`src/rtl/sram_bus_pkg.sv`:
```
// rtl/sram_bus_pkg.sv - shared types and constants for the SRAM bus sequencer
package sram_bus_pkg;

    typedef enum logic [3:0] {
        ST_IDLE,
        ST_ADDR,
        ST_LATCH,
        ST_RD_OE,
        ST_RD_WAIT,
        ST_RD_CAP,
        ST_WR_DATA,
        ST_WR_STB,
        ST_DONE
    } sram_state_t;

    localparam logic [7:0] BUS_DRIVE   = 8'hFF;
    localparam logic [7:0] BUS_RELEASE = 8'h00;
    localparam int         RD_WAIT_MAX = 3;

    // Terminal value of the 2-bit wait counter for a given number of wait cycles
    function automatic logic [1:0] wait_last(input int rd_wait);
        return (rd_wait > 0) ? 2'(rd_wait - 1) : 2'd0;
    endfunction

endpackage

```
`src/rtl/sram_bus_arbiter_if.sv`:
```
// rtl/sram_bus_arbiter_if.sv - requester-side handshake bundle for both ports
interface sram_bus_arbiter_if;
    logic       req0;
    logic       req1;
    logic       we0;
    logic       we1;
    logic [7:0] addr0;
    logic [7:0] addr1;
    logic [7:0] wdata0;
    logic [7:0] wdata1;
    logic       ack0;
    logic       ack1;
    logic [7:0] rdata;

    modport master (
        output req0, req1, we0, we1, addr0, addr1, wdata0, wdata1,
        input  ack0, ack1, rdata
    );

    modport slave (
        input  req0, req1, we0, we1, addr0, addr1, wdata0, wdata1,
        output ack0, ack1, rdata
    );
endinterface

```
`src/rtl/sram_bus_arbiter_rr_arbiter2.sv`:
```
// rtl/sram_bus_arbiter_rr_arbiter2.sv - two-port grant logic with last-grant memory
module rr_arbiter2 #(
    parameter int FIXED_PRIO = 0
) (
    input  logic       clk,
    input  logic       rst_n,
    input  logic [1:0] req_i,
    input  logic       grant_en_i,
    output logic       grant_o
);

    logic last_q;
    logic last_d;

    // Grant decision: lone requester wins, ties go by priority mode
    always_comb begin
        grant_o = 1'b0;
        if (req_i == 2'b10) begin
            grant_o = 1'b1;
        end else if (req_i == 2'b11) begin
            grant_o = (FIXED_PRIO != 0) ? 1'b0 : ~last_q;
        end
    end

    assign last_d = (grant_en_i && (req_i != 2'b00)) ? grant_o : last_q;

    // Last-grant memory; starts at port 1 so port 0 wins the first tie
    always_ff @(posedge clk or negedge rst_n) begin
        if (!rst_n) begin
            last_q <= 1'b1;
        end else begin
            last_q <= last_d;
        end
    end

endmodule

```
`src/rtl/sram_bus_arbiter.sv`:
```
// rtl/sram_bus_arbiter.sv - two-port sequencer for the multiplexed external SRAM bus
module sram_bus_arbiter
    import sram_bus_pkg::*;
#(
    parameter int RD_WAIT    = 0,
    parameter int FIXED_PRIO = 0
) (
    input  logic               clk,
    input  logic               rst_n,
    sram_bus_arbiter_if.slave  req_if,
    output logic               latch_le,
    output logic               mem_oe_n,
    output logic               mem_we_n,
    output logic [7:0]         bus_out,
    input  logic [7:0]         bus_in,
    output logic [7:0]         bus_oe
);

    localparam int         RD_WAIT_EFF = (RD_WAIT > RD_WAIT_MAX) ? RD_WAIT_MAX : RD_WAIT;
    localparam logic [1:0] WAIT_LAST   = wait_last(RD_WAIT_EFF);

    sram_state_t state_q;
    logic        gnt_q;
    logic        we_q;
    logic [7:0]  wdata_q;
    logic [1:0]  wait_cnt_q;
    logic        latch_le_q;
    logic        mem_oe_n_q;
    logic        mem_we_n_q;
    logic [7:0]  bus_out_q;
    logic [7:0]  bus_oe_q;
    logic        ack0_q;
    logic        ack1_q;
    logic [7:0]  rdata_q;

    logic [1:0]  req_vec;
    logic        grant_en;
    logic        grant;
    logic        sel_we;
    logic [7:0]  sel_addr;
    logic [7:0]  sel_wdata;

    assign req_vec   = {req_if.req1, req_if.req0};
    assign grant_en  = (state_q == ST_IDLE) && (req_vec != 2'b00);
    assign sel_we    = grant ? req_if.we1    : req_if.we0;
    assign sel_addr  = grant ? req_if.addr1  : req_if.addr0;
    assign sel_wdata = grant ? req_if.wdata1 : req_if.wdata0;

    rr_arbiter2 #(
        .FIXED_PRIO (FIXED_PRIO)
    ) u_arb (
        .clk        (clk),
        .rst_n      (rst_n),
        .req_i      (req_vec),
        .grant_en_i (grant_en),
        .grant_o    (grant)
    );

    // Bus sequencer: outputs are set on the transition into the state that shows them
    always_ff @(posedge clk or negedge rst_n) begin
        if (!rst_n) begin
            state_q    <= ST_IDLE;
            gnt_q      <= 1'b0;
            we_q       <= 1'b0;
            wdata_q    <= 8'h00;
            wait_cnt_q <= 2'd0;
            latch_le_q <= 1'b0;
            mem_oe_n_q <= 1'b1;
            mem_we_n_q <= 1'b1;
            bus_out_q  <= 8'h00;
            bus_oe_q   <= BUS_RELEASE;
            ack0_q     <= 1'b0;
            ack1_q     <= 1'b0;
            rdata_q    <= 8'h00;
        end else begin
            ack0_q <= 1'b0;
            ack1_q <= 1'b0;
            case (state_q)
                ST_IDLE: begin
                    if (grant_en) begin
                        gnt_q      <= grant;
                        we_q       <= sel_we;
                        wdata_q    <= sel_wdata;
                        latch_le_q <= 1'b1;
                        bus_oe_q   <= BUS_DRIVE;
                        bus_out_q  <= sel_addr;
                        state_q    <= ST_ADDR;
                    end
                end
                ST_ADDR: begin
                    // Address keeps driving through LATCH for hold across the latch fall
                    latch_le_q <= 1'b0;
                    state_q    <= ST_LATCH;
                end
                ST_LATCH: begin
                    if (we_q) begin
                        bus_out_q <= wdata_q;
                        state_q   <= ST_WR_DATA;
                    end else begin
                        // Release the pads in the same cycle the SRAM is enabled
                        bus_oe_q   <= BUS_RELEASE;
                        mem_oe_n_q <= 1'b0;
                        state_q    <= ST_RD_OE;
                    end
                end
                ST_RD_OE: begin
                    wait_cnt_q <= 2'd0;
                    state_q    <= (RD_WAIT_EFF == 0) ? ST_RD_CAP : ST_RD_WAIT;
                end
                ST_RD_WAIT: begin
                    if (wait_cnt_q == WAIT_LAST) begin
                        state_q <= ST_RD_CAP;
                    end else begin
                        wait_cnt_q <= wait_cnt_q + 2'd1;
                    end
                end
                ST_RD_CAP: begin
                    rdata_q    <= bus_in;
                    mem_oe_n_q <= 1'b1;
                    ack0_q     <= ~gnt_q;
                    ack1_q     <= gnt_q;
                    state_q    <= ST_DONE;
                end
                ST_WR_DATA: begin
                    mem_we_n_q <= 1'b0;
                    state_q    <= ST_WR_STB;
                end
                ST_WR_STB: begin
                    // Data stays driven into DONE for write hold
                    mem_we_n_q <= 1'b1;
                    ack0_q     <= ~gnt_q;
                    ack1_q     <= gnt_q;
                    state_q    <= ST_DONE;
                end
                ST_DONE: begin
                    bus_oe_q <= BUS_RELEASE;
                    state_q  <= ST_IDLE;
                end
                default: begin
                    latch_le_q <= 1'b0;
                    mem_oe_n_q <= 1'b1;
                    mem_we_n_q <= 1'b1;
                    bus_oe_q   <= BUS_RELEASE;
                    state_q    <= ST_IDLE;
                end
            endcase
        end
    end

    assign latch_le     = latch_le_q;
    assign mem_oe_n     = mem_oe_n_q;
    assign mem_we_n     = mem_we_n_q;
    assign bus_out      = bus_out_q;
    assign bus_oe       = bus_oe_q;
    assign req_if.ack0  = ack0_q;
    assign req_if.ack1  = ack1_q;
    assign req_if.rdata = rdata_q;

endmodule

```
`src/flat_wrapper.sv`:
```
// flat-port wrapper written by rule: the top's interface ports become plain ports
module sram_bus_arbiter_flat import sram_bus_pkg::*;
#(
    parameter int RD_WAIT    = 0,
    parameter int FIXED_PRIO = 0
)
  (clk, rst_n, latch_le, mem_oe_n, mem_we_n, bus_out, bus_in, bus_oe, req_if_req0, req_if_req1, req_if_we0, req_if_we1, req_if_addr0, req_if_addr1, req_if_wdata0, req_if_wdata1, req_if_ack0, req_if_ack1, req_if_rdata);
  sram_bus_arbiter_if req_if_i ();
  input  logic clk;
  input  logic rst_n;
  output logic latch_le;
  output logic mem_oe_n;
  output logic mem_we_n;
  output logic [7:0] bus_out;
  input  logic [7:0] bus_in;
  output logic [7:0] bus_oe;
  input wire logic [$bits(req_if_i.req0)-1:0] req_if_req0;
  input wire logic [$bits(req_if_i.req1)-1:0] req_if_req1;
  input wire logic [$bits(req_if_i.we0)-1:0] req_if_we0;
  input wire logic [$bits(req_if_i.we1)-1:0] req_if_we1;
  input wire logic [$bits(req_if_i.addr0)-1:0] req_if_addr0;
  input wire logic [$bits(req_if_i.addr1)-1:0] req_if_addr1;
  input wire logic [$bits(req_if_i.wdata0)-1:0] req_if_wdata0;
  input wire logic [$bits(req_if_i.wdata1)-1:0] req_if_wdata1;
  output wire logic [$bits(req_if_i.ack0)-1:0] req_if_ack0;
  output wire logic [$bits(req_if_i.ack1)-1:0] req_if_ack1;
  output wire logic [$bits(req_if_i.rdata)-1:0] req_if_rdata;
  assign req_if_i.req0 = req_if_req0;
  assign req_if_i.req1 = req_if_req1;
  assign req_if_i.we0 = req_if_we0;
  assign req_if_i.we1 = req_if_we1;
  assign req_if_i.addr0 = req_if_addr0;
  assign req_if_i.addr1 = req_if_addr1;
  assign req_if_i.wdata0 = req_if_wdata0;
  assign req_if_i.wdata1 = req_if_wdata1;
  assign req_if_ack0 = req_if_i.ack0;
  assign req_if_ack1 = req_if_i.ack1;
  assign req_if_rdata = req_if_i.rdata;
  sram_bus_arbiter #(.RD_WAIT(RD_WAIT), .FIXED_PRIO(FIXED_PRIO)) u_core (.clk(clk), .rst_n(rst_n), .req_if(req_if_i), .latch_le(latch_le), .mem_oe_n(mem_oe_n), .mem_we_n(mem_we_n), .bus_out(bus_out), .bus_in(bus_in), .bus_oe(bus_oe));
endmodule
```
`config.mk`:
```
export PLATFORM = sky130hd
export DESIGN_NAME = sram_bus_arbiter_flat
export DESIGN_NICKNAME = d
export VERILOG_FILES = /design/src/rtl/sram_bus_pkg.sv /design/src/rtl/sram_bus_arbiter_if.sv /design/src/rtl/sram_bus_arbiter_rr_arbiter2.sv /design/src/rtl/sram_bus_arbiter.sv /design/src/flat_wrapper.sv
export SDC_FILE = /design/constraint.sdc
export NUM_CORES = 1
export LEC_CHECK = 0
export CORE_ASPECT_RATIO = 0.8
export CORE_MARGIN = 1.5
export CORE_UTILIZATION = 40
export DETAILED_ROUTE_END_ITERATION = 8
export GPL_TIMING_DRIVEN = 0
export PLACE_DENSITY = 0.77
export SYNTH_ARGS = -nofsm -noshare
export SYNTH_HDL_FRONTEND = slang
export SYNTH_SLANG_ARGS = --single-unit
export TNS_END_PERCENT = 30
```
`constraint.sdc`:
```
create_clock -name clk -period 1.67 [get_ports clk]
set_input_delay 0.167 -clock clk [delete_from_list [all_inputs] [get_ports clk]]
set_output_delay 0.167 -clock clk [all_outputs]
set_load 0.03 [all_outputs]
```
# == After elaboration in Yosys (flattened, before gate mapping) ==
# Cells that the tools add are included.
# op_classes
n_reduce_logical,19
eq_ne,15
add_sub_neg,1
muxes,24
n_bitwise,5
# op_table
operator,count
8-bit 2-to-1 mux,6
4-bit case mux with 7 select lines,1
8-bit case mux with 3 select lines,1
7-bit OR reduction,3
"4-bit by 3-bit equality test with 1-bit output, second input constant",4
8-bit case mux with 2 select lines,1
2-bit AND reduction,5
"4-bit by 2-bit equality test with 1-bit output, second input constant",2
4-bit 2-to-1 mux,2
1-bit 2-to-1 mux,7
"2-bit != test, second input constant",3
1-bit case mux with 2 select lines,3
3-bit AND reduction,2
2-bit nonzero test,3
6-bit OR reduction,1
1-bit inverter,5
"2-bit equality test, second input constant",2
"4-bit by 1-bit equality test with 1-bit output, second input constant",1
"4-bit equality test, second input constant",1
4-bit zero test,1
"2-bit by 1-bit != test with 1-bit output, second input constant",2
2-bit case mux with 2 select lines,1
3-bit 2-to-1 mux,1
"2-bit by 1-bit adder with 2-bit output, second input constant",1
4 further kinds,5
# word_totals
ff_bits,46
input_bits,46
wordCells,78

# == Longest topological paths before layout ==
# logic_depth
depth_word,6
ltp_mapped,6
mapped_depth_nobuf,5

# == By module ==
# A second synthesis with hierarchy kept.
# unflattened
cells_unflattened,188
area_unflattened_um2,1988.2
# modules_own_cells
module,area_each_um2,cells_per_inst,n_inst,seq_area_each_um2
sram_bus_arbiter,1943.1,184,1,953.4
rr_arbiter2,45.0,4,1,26.3

# == Worst setup path before layout ==
# No wires, ideal clock.
# synth_path
kind,reg-to-reg
start,register u_core.state_q[3]
end,register u_core.wdata_q[0]
required_time_ns,1.544
stages_incl_launch_ff,6
arrival_ns,1.433
slack_ns,0.111
path_buffers,2
period_less_slack_ns,1.559
path_cell_list,dfrtp_1 buf_6 or4_4 nor2_8 buf_8 a31oi_1
# synth_via
elab_chain_cells,3
# synth_lines
item,line_no,source
start: declaration,sram_bus_arbiter.sv:22,sram_state_t state_q;
start signal: assignment,sram_bus_arbiter.sv:108,state_q <= (RD_WAIT_EFF == 0) ? ST_RD_CAP : ST_RD_WAIT;
4-bit zero test (*),"sram_bus_arbiter.sv:44, sram_bus_arbiter.sv:78",
1-bit logical AND,sram_bus_arbiter.sv:44,assign grant_en = (state_q == ST_IDLE) && (req_vec != 2'b00);
2-bit AND reduction (no source line) (*),n/a,
end signal: assignment,sram_bus_arbiter.sv:83,wdata_q <= sel_wdata;
end: declaration,sram_bus_arbiter.sv:25,logic [7:0] wdata_q;
# Every way passes the cells marked *; elsewhere a longest branch is shown, timed or not.
# A chain may end at the register's enable or synchronous reset.

# == Final worst setup path ==
# layout_path
start,register u_core.state_q[3]
end,register u_core.wdata_q[4]
# The elaborated chain is that of the path after synthesis.

==> impl_metrics.tcl <==
set metrics [dict create \
    gp_congestion 0.832 \
    clkTransAtPathRegs_ps 80 \
    setup_viol 0 \
    ys_seq_elements 39 \
    drt_wl_total_um 4650 \
    setup_slack_ps 20.9 \
    grt_usage_pct 18.7 \
    port_buffers 74 \
    netlist_area_mm2 0.00197 \
    grt_pass1_wl_um 7440 \
    antenna_found_initial 0 \
    cp_data_arrival_time_ps 1820 \
    place_inst 328 \
    criticalPathCategory "reg2reg" \
    required_ps 1840 \
    skew_ps 7.88 \
    p_leak_nw 1.29 \
    initial_utilization_pct 42.3 \
    die-area_mm2 0.00535 \
    clockBufferDepth 2 \
    vias_per_cell 5.06 \
    crit_family "simple AND/OR/NAND/NOR gates" \
    max_freq_ghz 0.606 \
    synth_nets 241 \
    cap_violations 0 \
    ant_nets 0 \
    area_growth_pct 48.3 \
    violations "hold timing" \
    num_rows 22 \
    diodes 0 \
    cts_tree "yes" \
    clock-sinks 39 \
    slew_violations 0 \
    clock_tree.root_cell "clkbuf_8" \
    timing.critical_path.buf_inv 2 \
    finalCriticalPeriod_ps 1650 \
    r2r_start "u_core.state_q[3]" \
    synth.distinct_cells 34 \
    die_w_um 81.4 \
    grt_pass1_vias 1603 \
    worst_r2r_endpoint "u_core.wdata_q[4]" \
    drt_iter0_markers 115 \
    post-place-ws_ps -447 \
    core_mm2 0.00465 \
    final-hold-violation-count 36 \
    drive_above_1_share_pct 22.4 \
    max-vdd-ir-drop_mv 1.02 \
    start_kind "register" \
    grt_max_degree 40 \
    syn-instance-count 194 \
    r2r_cells 5 \
    holdBufCountCts 0 \
    tightest_slew_ps 861 \
    dr.pass1.iters 4 \
    worstHoldPathType "in2async" \
    nNetsFinal 323 \
    worst-r2r-setup-slack_ps 20 \
    dp_hpwl_um 3450 \
    cts_made_buffers 5 \
    grt_setup_unrepaired "yes" \
    htree_levels 2 \
    p_per_area_mw_per_mm2 1920 \
    tns_ps 0 \
    synth_area_per_cell_um2 10.1 \
    avgRoutedWirePerCell_um 13.8 \
    end_kind "register" \
    fp.dieH_um 65.7 \
    clk_latency_ps 290 \
    yosys_warnings 0 \
    n_fill_cell 420 \
    synth_top_area_cell "dfrtp_1" \
    hold_ws_ps -24.9 \
    yosysTopAreaCellShare_pct 45.8 \
    slew_headroom_pct 42.6 \
    fin_cells 337 \
    critical_path.max_stage_delay_ps 570 \
    drc 0 \
    crit_slowest_cell "or4_4" \
    path_cells "buf_6 -> or4_4 -> nor2_8 -> buf_8 -> a31oi_1" \
    ioPinCount 75 \
    vias 1705 \
    synth_area_leaders "dfrtp_1, mux2_2, nand2_1, mux2i_1, dfstp_2" \
    status "complete, but fails checks" \
    fin_crit_sh_pct 98.7 \
    grt_overflow_total 0 \
    yosysSeqAreaShare_pct 49.8 \
    cp_max_fo 10 \
]
[worst register-to-register path, stage by stage (launching register included)]
cell and delay, ps:
dfrtp_1 380, buf_6 140, or4_4 570, nor2_8 190
buf_8 160, a31oi_1 90
[worst max path at each step]
| stage | start | to | slack [ps] | depth (start not counted) |
|---|---|---|---|---|
| after CTS | u_core.mem_we_n | mem_we_n | 6 | 1 |
| after global placement | rst_n | u_core.req_if.rdata[7] | -540 | 1 |
| after detailed placement | req_if_req0 | u_core.bus_out[1] | -450 | 5 |
| final | u_core.state_q[3] | u_core.wdata_q[4] | 20 | 5 |
| after global routing | u_core.state_q[3] | u_core.we_q | -50 | 5 |
| after floorplan | u_core.state_q[3] | u_core.wdata_q[0] | 110 | 5 |
[metal layers]
metal	up-vias	wire length [µm]	global-route usage, %
li1	836	-	-
met2	57	2120	29.5
met4	0	65	6.47
met1	803	2100	25.0
met5	-	0	0
met3	9	373	4.72
[synth_stat cells]
cell / number
nand2_1: 35
a31oi_1: 10
nor2_8: 1
and2b_2: 1
nor4b_2: 1
nand2b_1: 2
buf_8: 1
a21oi_1: 9
buf_6: 1
ha_1: 1
o2111ai_1: 1
inv_1: 5
o21a_1: 1
dfrtp_1: 36
clkbuf_1: 3
nor2b_1: 2
and3_1: 2
a21o_2: 1
o21ai_0: 14
a21boi_4: 1
nor4_1: 2
buf_2: 2
dfstp_2: 3
or2_2: 1
nor3_1: 2
or4_4: 1
and2_1: 1
nand3_1: 2
mux2i_1: 9
buf_4: 8
o22ai_1: 1
a31o_4: 1
nor2_1: 17
mux2_2: 16
[where the power goes]
group	internal, mW	switching [mW]
clock network	0.445	0.338
logic	1.40	1.70
registers	1.41	0.307
total	3.26	2.34
[metrics by stage]
stage	total power [mW]	instance area (µm²)	util, %
5_1_grt	6.01	2920	62.7
6_report	5.60	2920	62.7
2_1_floorplan	3.69	1970	-
3_3_place_gp	4.73	2780	59.8
4_1_cts	5.58	2890	62.0
3_5_place_dp	4.81	2780	59.7
[placed cells by master (no fill, tap or decap), types with 2 or more instances in the layout]
master,n
clkdlybuf4s50_1,64
dfrtp_1,35
nand2_1,34
buf_4,17
nor2_1,16
mux2_2,16
o21ai_0,14
a31oi_1,10
mux2i_1,9
a21oi_1,9
inv_1,5
clkbuf_8,5
dfstp_2,3
clkbuf_1,2
and3_1,2
nor2b_1,2
nand3_1,2
nand2b_1,2
nor3_1,2
[flip-flops by register name, indices dropped and copies added, names as in the netlist, 2 cells and up]
signal               flops
u_core.wait_cnt_q        2
u_core.wdata_q           8
u_core.req_if.rdata      8
u_core.state_q           4
u_core.bus_out           8
[cells by family (layout without fill, tap and decap cells)]
kind of cell	count (synthesis)	after routing	synth area share, %
AO/OA/AOI/OAI	39	39	12.5
adder cells (fa/ha/maj)	1	1	0.636
buffers and inverters	20	103	6.42
flip-flops	39	39	49.8
multiplexers	25	25	13.7
AND/OR/NAND/NOR	70	70	16.9
[what timing repair did]
item | in CTS | in global routing
setup buffers | 1 | 0
pin swaps | 2 | 0
endpoints found under the setup margin | 26 | 28
hold endpoints to repair | 0 | 0
gates resized for setup | 10 | 10
[cell type report]
cell class	instances	area, µm²	area share [%]
sequential	39	981	33.6
multi-input combinational	135	890	30.5
timing repair buffer	75	727	24.9
buffer	15	114	3.90
tap	60	75.1	2.57
clock buffer	5	68.8	2.36
clock inverter	3	43.8	1.50
inverter	5	18.8	0.643
Note: power is estimated with default switching activity, not from simulation.
